==> src/rtl/pipe_buffer.sv <==
// Two-entry registered pipeline buffer (main + skid) with flush and a saturating
// count of cycles in which downstream held off a valid output.
module pipe_buffer #(
   parameter int DATA_W = 32,
   parameter int REG_W  = 5,
   parameter int CNT_W  = 16
) (
   input  logic              clk,
   input  logic              rst_n,
   input  logic              flush,
   input  logic              in_valid,
   output logic              in_ready,
   input  logic [DATA_W-1:0] inAdder,
   input  logic [DATA_W-1:0] inRD1,
   input  logic [DATA_W-1:0] inRD2,
   input  logic [DATA_W-1:0] inSignExt,
   input  logic [REG_W-1:0]  inInsA,
   input  logic [REG_W-1:0]  inInsB,
   output logic              out_valid,
   input  logic              out_ready,
   output logic [DATA_W-1:0] outAdder,
   output logic [DATA_W-1:0] outRD1,
   output logic [DATA_W-1:0] outRD2,
   output logic [DATA_W-1:0] outSignExt,
   output logic [REG_W-1:0]  outInsA,
   output logic [REG_W-1:0]  outInsB,
   output logic [1:0]        occupancy,
   output logic [CNT_W-1:0]  stall_cnt
);

   localparam int PW = 4 * DATA_W + 2 * REG_W;

   logic [PW-1:0]    r_main_data;
   logic [PW-1:0]    r_skid_data;
   logic             r_main_v;
   logic             r_skid_v;
   logic [CNT_W-1:0] r_stall_cnt;

   logic [PW-1:0]    w_in_data;
   logic             w_in_xfer;

   assign w_in_data = {inAdder, inRD1, inRD2, inSignExt, inInsA, inInsB};
   // Readiness depends only on the skid flop, so upstream never sees a path from out_ready.
   assign w_in_xfer = in_valid & ~r_skid_v;

   always_ff @(posedge clk or negedge rst_n) begin
      if (!rst_n) begin
         r_main_data <= '0;
         r_skid_data <= '0;
         r_main_v    <= 1'b0;
         r_skid_v    <= 1'b0;
         r_stall_cnt <= '0;
      end else begin
         if (r_main_v && !out_ready && (r_stall_cnt != '1))
            r_stall_cnt <= r_stall_cnt + CNT_W'(1);

         if (flush) begin
            r_main_v <= 1'b0;
            r_skid_v <= 1'b0;
         end else if (!r_main_v) begin
            if (w_in_xfer) begin
               r_main_v    <= 1'b1;
               r_main_data <= w_in_data;
            end
         end else if (out_ready) begin
            if (r_skid_v) begin
               r_main_data <= r_skid_data;
               r_skid_v    <= w_in_xfer;
               if (w_in_xfer)
                  r_skid_data <= w_in_data;
            end else if (w_in_xfer) begin
               r_main_data <= w_in_data;
            end else begin
               r_main_v <= 1'b0;
            end
         end else if (w_in_xfer) begin
            r_skid_v    <= 1'b1;
            r_skid_data <= w_in_data;
         end
      end
   end

   assign in_ready  = ~r_skid_v;
   assign out_valid = r_main_v;
   assign occupancy = {r_main_v & r_skid_v, r_main_v ^ r_skid_v};
   assign stall_cnt = r_stall_cnt;
   assign {outAdder, outRD1, outRD2, outSignExt, outInsA, outInsB} = r_main_data;

endmodule

==> config.mk <==
export PLATFORM = sky130hd
export DESIGN_NAME = pipe_buffer
export DESIGN_NICKNAME = d
export VERILOG_FILES = /design/src/rtl/pipe_buffer.sv
export SDC_FILE = /design/constraint.sdc
export NUM_CORES = 1
export LEC_CHECK = 0
export ABC_AREA = 0
export CAP_MARGIN = 20
export CORE_MARGIN = 8
export CORE_UTILIZATION = 50
export DETAILED_ROUTE_END_ITERATION = 8
export DONT_BUFFER_PORTS = 1
export GPL_TIMING_DRIVEN = 0
export PLACE_DENSITY = 0.76
export REMOVE_ABC_BUFFERS = 1
export SETUP_SLACK_MARGIN = 0.02
export SLEW_MARGIN = 10
export SYNTH_ARGS = -nofsm -noshare
export SYNTH_HDL_FRONTEND = slang
export SYNTH_SLANG_ARGS = --single-unit
==> constraint.sdc <==
create_clock -name clk -period 3.7 [get_ports clk]
set_input_delay 0.74 -clock clk [delete_from_list [all_inputs] [get_ports clk]]
set_output_delay 0.74 -clock clk [all_outputs]
set_load 0.005 [all_outputs]
==> impl_metrics.env <==
export IMPL_die_area_mm2=0.0293
export IMPL_hold_viol=69
export IMPL_power_frac_comb_pct=11.7
export IMPL_diodes=0
export IMPL_start_kind="register"
export IMPL_post_place_ws_ps=598
export IMPL_die_x_um=171
export IMPL_clockBufferDepth=3
export IMPL_min_period_ps=2780
export IMPL_power_mw=8.67
export IMPL_cts_setup_buffers=0
export IMPL_place_congestion=0.779
export IMPL_insertion_delay_ps=540
export IMPL_tns_ps=0
export IMPL_wl_met3_um=3660
export IMPL_status="finished with violations"
export IMPL_coreArea_mm2=0.0240
export IMPL_netlist_top_cells_area="dfrtp_1 (61%), mux2_2 (13%), o2bb2ai_1 (10%)"
export IMPL_cts_tree="built"
export IMPL_port_buffers=0
export IMPL_ioPinCount=301
export IMPL_grt_usage_pct=20.2
export IMPL_worst_r2r_cell_count=7
export IMPL_antenna_found_initial=0
export IMPL_required_ps=4120
export IMPL_fin_nets=979
export IMPL_async_flop_share_pct=100
export IMPL_initial_core_util_pct=50.3
export IMPL_relSlewSlack_pct=24.8
export IMPL_cts_sinks=294
export IMPL_final_layout_size_suffix_gt1_share_pct=25.8
export IMPL_synth_edf_count=0
export IMPL_power_density_mw_per_mm2=636
export IMPL_postLayoutSetupSlackWorst_ps=916
export IMPL_violations="hold timing"
export IMPL_seqPwrFrac_pct=51.8
export IMPL_wl_met2_um=14300
export IMPL_ctsResizeCount=0
export IMPL_final_max_slew_violation_count=0
export IMPL_yosysSeqAreaShare_pct=61.0
export IMPL_r2r_start="r_skid_v$_DFFE_PN0P_"
export IMPL_crit_arrival_ps=3200
export IMPL_fin_hold_ws_ps=-101
export IMPL_layout_cells_non_filler=1181
export IMPL_avgViaCountPerCell=6.42
export IMPL_top_layer_used="met4"
export IMPL_die_h_um=171
export IMPL_rsz0062_at_grt="false"
export IMPL_worst_pin_slew_ps=1130
export IMPL_row_count=57
export IMPL_synth_distinct_cells=39
export IMPL_num_vias=7577
export IMPL_r2r_end="r_skid_data[130]$_DFFE_PN0P_"
export IMPL_h_tree_depth=1
export IMPL_yosysWarnings=0
export IMPL_drt_antenna_violating_nets=0
export IMPL_intPower_mw=6.49
export IMPL_hp_class="in -> async"
export IMPL_synth_seq_cells=294
export IMPL_met1Wirelength_um=11600
export IMPL_detail_route_first_pass_iterations=6
export IMPL_swShare_pct=25.2
export IMPL_syn_area_per_cell_um2=14.0
export IMPL_synth_largest_area_cell="dfrtp_1"
export IMPL_worstSetupEndpoint="r_skid_data[130]$_DFFE_PN0P_"
export IMPL_fmax_mhz=359
export IMPL_synthCells=861
export IMPL_p_leak_nw=5.56
export IMPL_cp_max_fo=25
export IMPL_grt_overflow=0
export IMPL_fin_crit_sh_pct=75.3
export IMPL_drtIter0Drc=672
export IMPL_end_kind="register"
export IMPL_cts_made_buffers=31
export IMPL_synth_top_flop_cell="dfrtp_1"
export IMPL_remaining_drc_errors=0
export IMPL_setup_worst_path_class="reg -> reg"
export IMPL_dp_cells=1125
export IMPL_fill_cells=1873
export IMPL_synth_top_area_share_pct=61.0
export IMPL_grt_pass1_vias=7934
export IMPL_wire_per_inst_um=25.8
export IMPL_clock_skew_ps=12.3
export IMPL_maxCapViolCount=0
export IMPL_ir_drop_v=0.000466
export IMPL_syn_to_final_growth_pct=13.0
export IMPL_wirelength_um=30400
export IMPL_pwr_share_clk_pct=36.5
export IMPL_netlist_area_mm2=0.0121
export IMPL_setup_viol=0
export IMPL_grt_pass1_wl_um=47600
export IMPL_startpoint="r_skid_v$_DFFE_PN0P_"
export IMPL_hpwl_um=19700
export IMPL_r2r_slack_ps=920
export IMPL_cts_root_buf="clkbuf_16"
export IMPL_p_sw_mw=2.19
export IMPL_grt_max_degree=295
export IMPL_clkTransAtPathRegs_ps=60
==> cells in the mapped netlist (2+ instances only) <==
library cell,n
dfrtp_1,294
nor2b_1,2
o2bb2ai_1,138
and2_1,2
and3_1,2
buf_2,12
clkbuf_1,43
xnor2_1,6
nand3_1,8
a22oi_1,138
nor2_1,6
o21a_1,3
ha_1,2
nand4_1,7
inv_1,3
mux2_2,138
buf_4,23
a21oi_1,7
a31oi_1,3
nand2_1,4
and4_1,2
==> worst min-delay path by stage <==
stage	end	slack [ps]
4_1_cts	r_skid_data[37]$_DFFE_PN0P_	-130
3_3_place_gp	r_skid_data[37]$_DFFE_PN0P_	450
5_1_grt	r_main_data[37]$_DFFE_PN0P_	-130
2_1_floorplan	out_valid$_DFF_PN0_	440
3_5_place_dp	r_main_data[37]$_DFFE_PN0P_	450
6_report	r_main_data[37]$_DFFE_PN0P_	-100
==> sequential cells by signal, indices dropped and copies added, names as in the netlist <==
| register | cells |
|---|---|
| r_skid_v | 1 |
| r_main_data | 138 |
| stall_cnt | 16 |
| r_skid_data | 138 |
| out_valid | 1 |
==> per-stage QoR <==
step / area [um2] / hold WS, ps / util [%]
after floorplan: 11700 / 444 / -
after global placement: 12100 / 454 / 50.3
after detailed placement: 12600 / 453 / 52.4
after CTS: 13600 / -130 / 56.9
after global routing: 13600 / -132 / 56.9
final: 13600 / -101 / 56.9
==> layout make-up <==
class / count / area (um2) / area share, %
inverter: 3 / 11.3 / 0.0826
timing repair buffer: 19 / 470 / 3.45
tap: 324 / 405 / 2.98
clock buffer: 45 / 918 / 6.74
multi-input combinational: 485 / 4320 / 31.7
sequential: 294 / 7360 / 54.0
clock inverter: 11 / 144 / 1.06
==> worst max-delay path, stage by stage, from the launching register on <==
cell and delay, ps:
dfrtp_1 440, nor2b_4 440, nand2_1 180, nor2_4 530, buf_16 250, buf_12 210
buf_12 210, mux2_2 360
==> power groups by stage <==
| stage | Sequential, mW | Clock, mW | Combinational (mW) |
|---|---|---|---|
| floorplan | 4.34 | 0 | 0.824 |
| global placement | 4.51 | 0 | 0.945 |
| detailed placement | 4.54 | 0 | 1.02 |
| CTS | 4.50 | 3.23 | 1.03 |
| global route | 4.58 | 3.37 | 1.11 |
| finish | 4.49 | 3.16 | 1.01 |
==> logic make-up after synthesis <==
family / share of synthesized area (%)
buffers and inverters: 3.39
AOI/OAI and AO/OA: 19.5
muxes: 13.1
xor gates and xnor gates: 0.508
adders and majority gates: 0.208
DFF: 61.0
and+or+nand+nor: 2.30
==> cells in the final DEF, fill, tap and decap left out, drive strengths merged, types with 2 or more instances in the layout <==
| master | count |
|---|---|
| a21oi | 7 |
| a22oi | 138 |
| a31oi | 3 |
| and2 | 3 |
| and3 | 2 |
| and4 | 3 |
| buf | 19 |
| bufinv | 3 |
| clkbuf | 45 |
| clkinv | 7 |
| dfrtp | 294 |
| ha | 2 |
| inv | 3 |
| mux2 | 139 |
| nand2 | 4 |
| nand3 | 9 |
| nand4 | 8 |
| nor2 | 6 |
| nor2b | 3 |
| o21a | 3 |
| o2bb2ai | 138 |
| or4 | 2 |
| xnor2 | 6 |
==> layer usage <==
layer / vias to the layer above / GRT usage, %
li1: 3288 / -
met3: 60 / 7.92
met4: 0 / 6.58
met2: 322 / 31.6
met5: - / 0
met1: 3907 / 25.4
Power figures use the tool's default switching activity.
